--- config.mk ---
export PLATFORM = sky130hd
export DESIGN_NAME = seg7_scan_blink
export DESIGN_NICKNAME = d
export VERILOG_FILES = /design/src/rtl/seg7_pkg.sv /design/src/rtl/hex_to_seg7.sv /design/src/rtl/seg7_scan_blink.sv
export SDC_FILE = /design/constraint.sdc
export NUM_CORES = 1
export LEC_CHECK = 0
export CORE_ASPECT_RATIO = 1.1
export CORE_UTILIZATION = 50
export CTS_CLUSTER_DIAMETER = 50
export DETAILED_ROUTE_END_ITERATION = 8
export DONT_BUFFER_PORTS = 1
export HOLD_SLACK_MARGIN = 0.12
export PLACE_DENSITY = 0.65
export SLEW_MARGIN = 20
export SYNTH_ARGS = -nofsm -noshare
export SYNTH_HDL_FRONTEND = slang
export SYNTH_SLANG_ARGS = --single-unit
--- constraint.sdc ---
create_clock -name clk -period 1.9 [get_ports clk]
set_input_delay 0.19 -clock clk [delete_from_list [all_inputs] [get_ports clk]]
set_output_delay 0.19 -clock clk [all_outputs]
set_load 0.05 [all_outputs]
--- src/rtl/seg7_pkg.sv ---
// Shared constants for seven-segment display blocks: digit-word layout,
// idle pin levels and the active-low hex-to-segment table.
package seg7_pkg;

    localparam int DIGITS  = 4;
    localparam int FIELD_W = 5;   // {enable, nibble} per digit
    localparam int NIB_OFS = 0;   // nibble bit offset inside a field
    localparam int EN_OFS  = 4;   // enable bit offset inside a field

    localparam logic [7:0] SEG_BLANK = 8'hFF;
    localparam logic [3:0] AN_OFF    = 4'hF;

    // Active-low segments {g,f,e,d,c,b,a} for hex digits 0..F (dp excluded).
    localparam logic [6:0] HEX_SEG [16] = '{
        7'h40, 7'h79, 7'h24, 7'h30,
        7'h19, 7'h12, 7'h02, 7'h78,
        7'h00, 7'h10, 7'h08, 7'h03,
        7'h46, 7'h21, 7'h06, 7'h0E
    };

endpackage

--- src/rtl/hex_to_seg7.sv ---
// Combinational hex nibble to active-low seven-segment decoder.
module hex_to_seg7
    import seg7_pkg::*;
(
    input  logic [3:0] hex,
    output logic [6:0] seg
);

    // Pure table lookup; no dp handling so other display blocks can reuse it.
    always_comb begin
        seg = HEX_SEG[hex];
    end

endmodule

--- src/rtl/seg7_scan_blink.sv ---
// Four-digit multiplexed seven-segment driver with frame-coherent input
// snapshot, per-slot anti-ghosting blanking, per-digit blink and dp.
// All pins are registered and active-low.
module seg7_scan_blink
    import seg7_pkg::*;
#(
    parameter int SCAN_DIV   = 100000,
    parameter int BLANK      = 4,
    parameter int BLINK_HALF = 25000000
) (
    input  logic        clk,
    input  logic        rst,
    input  logic [19:0] in,
    input  logic [3:0]  blink,
    input  logic [3:0]  dp,
    output logic [7:0]  sevenSeg,
    output logic [3:0]  anode
);

    localparam int CNT_W   = (SCAN_DIV > 1) ? $clog2(SCAN_DIV) : 1;
    localparam int BLINK_W = (BLINK_HALF > 1) ? $clog2(BLINK_HALF) : 1;
    localparam logic [CNT_W-1:0]   CNT_MAX   = CNT_W'(SCAN_DIV - 1);
    localparam logic [CNT_W-1:0]   BLANK_END = CNT_W'(BLANK);
    localparam logic [BLINK_W-1:0] BLINK_MAX = BLINK_W'(BLINK_HALF - 1);

    logic [CNT_W-1:0]   cnt;
    logic [1:0]         idx;
    logic [BLINK_W-1:0] blinkCnt;
    logic               phase;
    logic [19:0]        snapIn;
    logic [3:0]         snapBlink;
    logic [3:0]         snapDp;

    logic [FIELD_W-1:0] curField;
    logic [3:0]         curNib;
    logic               curEn;
    logic               show;
    logic [6:0]         curSeg;
    logic [3:0]         nextAnode;
    logic [7:0]         nextSeg;

    // Slot counter and digit index: idx advances each time cnt wraps.
    always_ff @(posedge clk) begin
        if (rst) begin
            cnt <= '0;
            idx <= 2'd0;
        end else if (cnt == CNT_MAX) begin
            cnt <= '0;
            idx <= idx + 2'd1;
        end else begin
            cnt <= cnt + 1'b1;
        end
    end

    // Free-running blink half-period timer; phase=1 is the visible half.
    always_ff @(posedge clk) begin
        if (rst) begin
            blinkCnt <= '0;
            phase    <= 1'b1;
        end else if (blinkCnt == BLINK_MAX) begin
            blinkCnt <= '0;
            phase    <= ~phase;
        end else begin
            blinkCnt <= blinkCnt + 1'b1;
        end
    end

    // Capture inputs once per frame (first cycle of slot 0) so a frame never tears.
    always_ff @(posedge clk) begin
        if (rst) begin
            snapIn    <= '0;
            snapBlink <= '0;
            snapDp    <= '0;
        end else if (cnt == '0 && idx == 2'd0) begin
            snapIn    <= in;
            snapBlink <= blink;
            snapDp    <= dp;
        end
    end

    hex_to_seg7 uDecode (
        .hex (curNib),
        .seg (curSeg)
    );

    // Select the current slot's field and decide whether it is lit this cycle.
    always_comb begin
        curField  = snapIn[int'(idx) * FIELD_W +: FIELD_W];
        curNib    = curField[NIB_OFS +: 4];
        curEn     = curField[EN_OFS];
        show      = (cnt >= BLANK_END) && curEn && (!snapBlink[idx] || phase);
        nextAnode = AN_OFF;
        nextSeg   = SEG_BLANK;
        if (show) begin
            nextAnode = ~(4'b0001 << idx);
            nextSeg   = {~snapDp[idx], curSeg};
        end
    end

    // Output registers; only one anode can ever be low since idx selects one bit.
    always_ff @(posedge clk) begin
        if (rst) begin
            anode    <= AN_OFF;
            sevenSeg <= SEG_BLANK;
        end else begin
            anode    <= nextAnode;
            sevenSeg <= nextSeg;
        end
    end

endmodule

==> impl_metrics.tcl, run 1 <==
set metrics [dict create \
    grt_antenna_before_repair 0 \
    cts-root-buf "clkbuf_8" \
    gr-usage-all-layers 0.227 \
    period_needed_ns 2.05 \
    ys_ff_latch 85 \
    grt_pass1_wl_mm 14.4 \
    port_buffers 0 \
    finalSetupViolCount 36 \
    clockBufferDepth 2 \
    drt-total-wl_mm 9.53 \
    grt_max_degree 34 \
    grt_pass1_vias 3162 \
    finalCritPeriodShare 1.08 \
    cp-startpoint "cnt[10]" \
    post-dp-hpwl_mm 6.12 \
    synthToLayoutAreaGrowth_pct 27.5 \
    layout.nets 541 \
    endpoint "snapIn[1]" \
    failed_checks "negative hold slack, negative setup slack" \
    syn_inst 441 \
    numCtsBuffers 9 \
    io_pins 42 \
    maxSlewViolCount 0 \
    outcome "finished, violations left" \
    wire_per_inst_um 15.7 \
    cts-hold-fix-buffers 3 \
    layout-drive-gt1-share 0.294 \
    worst-path-buf-inv 0 \
    syn_area_per_cell_um2 8.90 \
    fillCellCount 627 \
    die_w_um 86.5 \
    syn_nets 484 \
    critPathCaptureType "register" \
    rsz0062_at_grt "yes" \
    ys_warn_count 0 \
    clk_latency_ns 0.35 \
    cp_slowest_cell "or4_4" \
    crit_top_cell "or4_4" \
    start_kind "register" \
    r2r_start "cnt[10]" \
    initial_utilization 0.522 \
    fmaxAchievable_mhz 487 \
    ant_nets 0 \
    crit_family "simple AND/OR/NAND/NOR gates" \
    syn_area_um2 3920 \
    ys.flop_type "dfxtp_1" \
    setup_ws_ns -0.153 \
    crit_cells 4 \
    cp.required_ns 2.14 \
    r2r-end "snapIn[1]" \
    gr-total-overflow 0 \
    row_count 33 \
    antenna-diode-count 0 \
    slowest_delay_ns 0.64 \
    via_count 3449 \
    timing.hold.ws_ns -0.114 \
    core_area_um2 7510 \
    drv_cap 0 \
    cts_tree "done" \
    synth_area_leaders "dfxtp_1, nand3_1, a21oi_1" \
    cts_max_level 3 \
    yosys.cell_types.count 47 \
    slew_headroom 0.648 \
    synth_top_cell_by_area "dfxtp_1" \
    worstSetupPathType "reg -> reg" \
    yosys.cell_count.top_type "dfxtp_1" \
    drc 0 \
    p_leak_nw 1.81 \
    tightest_slew_ns 0.528 \
    power_per_cell_area_nw_per_um2 734 \
    die_h_um 94.9 \
    first_pass_iters 4 \
    numClockSinks 85 \
    fin_skew_ns 0.0103 \
    regToRegSetupSlack_ns -0.15 \
    cp_max_fo 8 \
    finish.utilization 0.666 \
    pre_cts_slack_ns -0.114 \
    synth_top_area_frac 0.434 \
    seq_area_frac_synth 0.434 \
    reg2regPathDepth 4 \
    synth_edf_count 0 \
    vdd_drop_max_v 0.000501 \
    path_clk_slew_ns 0.09 \
    avgViaCountPerCell 5.67 \
    worstHoldPathType "in -> reg" \
    p_total_mw 3.67 \
    arrival_ns 2.29 \
    synthTopCellsByCount "dfxtp_1, nand3_1, a21oi_1, nor2_1, o21ai_0" \
    async_reset_ff_frac 0 \
    dieArea_um2 8210 \
    drtIter0Drc 159 \
    globalplace.congestion 0.836 \
    crit_chain "or4_4 -> or4_4 -> o21ai_0 -> a21oi_1" \
    hold_viol 30 \
]
worst reg2reg max path, stage by stage, from the launching register on:
cell	delay, ns
dfxtp_2	0.33
or4_4	0.59
or4_4	0.64
o21ai_0	0.28
a21oi_1	0.11
registers in the layout, summed over array words and instances (netlist names):
| signal | cells |
|---|---|
| anode | 4 |
| blinkCnt | 25 |
| cnt | 17 |
| idx | 2 |
| phase | 1 |
| sevenSeg | 8 |
| snapBlink | 4 |
| snapDp | 4 |
| snapIn | 20 |
timing repair:
action                                 4_1_cts  5_1_grt
gates cloned                                 2        4
buffers inserted                             0        5
endpoints found under the hold margin       33       30
setup endpoints to repair                   41       65
pin swaps                                    5       31
resized for setup                           13       60
worst min path at each step:
stage	cells after the start	to	startpoint
global placement	1	cnt[4]	rst
detailed placement	1	cnt[4]	rst
global route	1	snapIn[9]	rst
CTS	1	snapDp[3]	rst
floorplan	2	snapBlink[0]	blink[0]
finish	1	snapIn[9]	rst
metrics by stage:
step	instance area (um^2)	setup TNS, ns	std cells
6_report	5000	-1.21	608
2_1_floorplan	3940	-1.21	441
4_1_cts	4680	-0.790	599
3_5_place_dp	4400	-3.32	578
3_3_place_gp	4400	-2.14	578
5_1_grt	5000	-3.32	608
cells by family after synthesis:
group	after synthesis	synth area share
multiplexers	8	0.0427
XOR/XNOR	23	0.0513
AO/OA/AOI/OAI	105	0.149
buffers and inverters	44	0.0513
adder cells (fa/ha/maj)	13	0.0415
flip-flops	85	0.434
AND/OR/NAND/NOR	163	0.230
cell usage in the layout, fill, tap and decap left out, types with 4 or more instances in the layout:
master     n
a21oi_1   32
a21oi_2   14
and3_1     5
buf_4     53
buf_6      6
clkbuf_8  10
dfxtp_1   73
dfxtp_2   12
ha_1      11
inv_1     20
mux4_2     7
nand2_1   17
nand2b_1   4
nand3_1   34
nand3_2    7
nand3_4    6
nand4_1    9
nor2_1    32
nor3_1     4
nor4_1     4
o21ai_0   21
o21ai_1   20
o31ai_1    5
or2_1      4
or3_1     12
or4_1      4
or4_4      9
xnor2_1   11
xor2_1    12
report_power, final:
| part | total, mW | internal (mW) | switching (mW) |
|---|---|---|---|
| logic | 0.460 | 0.212 | 0.248 |
| registers | 1.89 | 1.85 | 0.0433 |
| clock network | 1.32 | 0.653 | 0.665 |
| total | 3.67 | 2.71 | 0.957 |
metal layers:
metal	global-route usage	routed length [um]	vias to the layer above	part of all wire
li1	-	-	1705	-
met1	0.277	4190	1654	0.44
met2	0.388	4780	80	0.50
met3	0.0559	465	10	0.049
met4	0.0806	91	0	0.0096
met5	0	0	-	0
final cells by class:
class | instances | area [um^2] | area share
multi-input combinational | 315 | 2270 | 0.453
sequential | 85 | 1720 | 0.343
timing repair buffer | 67 | 606 | 0.121
clock buffer | 10 | 138 | 0.0275
tap | 105 | 131 | 0.0263
inverter | 20 | 75.1 | 0.0150
clock inverter | 6 | 68.8 | 0.0138
No activity file was read; power rests on OpenSTA's default activity.
==> run 2: changes to the inputs <==
--- a/config.mk
+++ b/config.mk
@@ -10,6 +10,7 @@
 export CTS_CLUSTER_DIAMETER = 50
 export DETAILED_ROUTE_END_ITERATION = 8
 export DONT_BUFFER_PORTS = 1
+export GPL_ROUTABILITY_DRIVEN = 0
 export HOLD_SLACK_MARGIN = 0.12
 export PLACE_DENSITY = 0.65
 export SLEW_MARGIN = 20
==> constraint.sdc (replaced) <==
create_clock -name clk -period 1.7 [get_ports clk]
set_input_delay 0.17 -clock clk [delete_from_list [all_inputs] [get_ports clk]]
set_output_delay 0.17 -clock clk [all_outputs]
set_load 0.05 [all_outputs]
==> run 2 against run 1 <==
Compared with the run above: the run still ends with negative hold slack, negative setup slack left; combinational power grew 52%; hold slack gained 0.033 ns; flip-flop and latch count is the same.
==> impl_metrics.tcl, run 2 (synthesized netlist as in run 1, its figures left out) <==
set metrics [dict create \
    fin_skew_ns 0.00823 \
    wire_per_inst_um 19.3 \
    cts_max_level 3 \
    drtIter0Drc 206 \
    regMostFlops "blinkCnt" \
    worstSetupPathType "reg -> reg" \
    row_count 33 \
    fmaxAchievable_mhz 483 \
    tightest_slew_ns 0.593 \
    rsz0062_at_grt "yes" \
    die_w_um 86.5 \
    numCtsBuffers 9 \
    slew_headroom 0.604 \
    top_regs "blinkCnt (25), snapIn (20), cnt (17)" \
    gr-total-overflow 0 \
    port_buffers 0 \
    post-dp-hpwl_mm 6.34 \
    vdd_drop_max_v 0.000581 \
    worstHoldPathType "in -> reg" \
    grt_max_degree 34 \
    drc 0 \
    clk_latency_ns 0.37 \
    grt_pass1_wl_mm 16.3 \
    start_kind "register" \
    final_area_um2 5990 \
    cp.required_ns 2.00 \
    dieArea_um2 8210 \
    hold_viol 1 \
    critPathCaptureType "register" \
    regToRegSetupSlack_ns -0.37 \
    avgViaCountPerCell 6.01 \
    core_area_um2 7510 \
    antenna-diode-count 0 \
    outcome "finished, violations left" \
    place_area_um2 4580 \
    via_count 4068 \
    largest_reg_flops 25 \
    ant_nets 0 \
    initial_utilization 0.522 \
    clockBufferDepth 2 \
    failed_checks "negative hold slack, negative setup slack" \
    cts_tree "done" \
    p_leak_nw 2.21 \
    path_clk_slew_ns 0.10 \
    setup_ws_ns -0.369 \
    power_per_cell_area_nw_per_um2 753 \
    synthToLayoutAreaGrowth_pct 52.6 \
    first_pass_iters 5 \
    maxSlewViolCount 0 \
    gr-usage-all-layers 0.257 \
    arrival_ns 2.37 \
    drv_cap 0 \
    io_pins 42 \
    p_total_mw 4.51 \
    layout_common_cells "buf_4, dfxtp_1, nand3_1" \
    finalCritPeriodShare 1.22 \
    drt-total-wl_mm 13.1 \
    numClockSinks 85 \
    layout-drive-gt1-share 0.425 \
    final_common_cell "buf_4" \
    die_h_um 94.9 \
    grt_antenna_before_repair 0 \
    cp_max_fo 7 \
    timing.hold.ws_ns -0.0805 \
    period_needed_ns 2.07 \
    layout.nets 610 \
    cts-root-buf "clkbuf_8" \
    finalSetupViolCount 82 \
    grt_pass1_vias 3437 \
]
run 2: changes by cell type in the layout (fill, tap and decap cells not counted), sizes merged:
cell and delta:
buf +37, dlygate4sd3 +28, or4 +2, bufinv +1
clkinvlp -1, inv +1, nand4 +1
run 2: critical path: stages (launching register included):
cell	delay, ns
dfxtp_2	0.34
or4_4	0.59
buf_6	0.15
nor4_4	0.27
buf_6	0.18
buf_12	0.13
nand3_1	0.12
a21oi_1	0.20
run 2: metrics by stage:
step,setup slack (ns),instances,setup TNS [ns],util
6_report,-0.369,677,-17.87,0.797
5_1_grt,-0.435,677,-20.72,0.797
4_1_cts,-0.225,629,-10.23,0.675
3_5_place_dp,-0.357,594,-13.85,0.609
3_3_place_gp,-0.260,594,-11.83,0.609
2_1_floorplan,-0.273,441,-9.94,-
run 2: cell type report:
class / count / area [um^2]
clock buffer: 9 / 124
clock inverter: 7 / 104
fill: 437 / 1530
inverter: 20 / 75.1
multi-input combinational: 318 / 2530
sequential: 85 / 1740
tap: 105 / 131
timing repair buffer: 133 / 1280
run 2: what timing repair did:
action                                  in CTS  in global routing
cloned                                       6                  6
setup buffers                               10                 13
pin swaps                                   18                 46
hold buffers                                 3                 29
hold endpoints to repair                    33                 30
resized for setup                           43                111
endpoints found under the setup margin      67                 84
run 2: routing by layer:
layer	GRT usage	vias to the layer above	part of all wire
met3	0.0577	46	0.054
met4	0.0806	0	0.036
met2	0.442	190	0.53
met1	0.320	1971	0.38
met5	0	-	0
li1	-	1861	-
run 2: final timing paths:
kind / start / endpoint / depth (start not counted)
setup / recovery: cnt[10] / snapIn[15] / 7
hold / removal: dp[0] / snapDp[0] / 2
setup reg to reg: cnt[10] / snapIn[15] / 7
hold reg to reg: snapIn[5] / snapIn[5] / 2
run 2: power breakdown:
group          switching [mW]  internal, mW  total (mW)
registers              0.0571          2.06        2.12
clock network           0.842         0.849        1.69
logic                   0.370         0.328       0.698
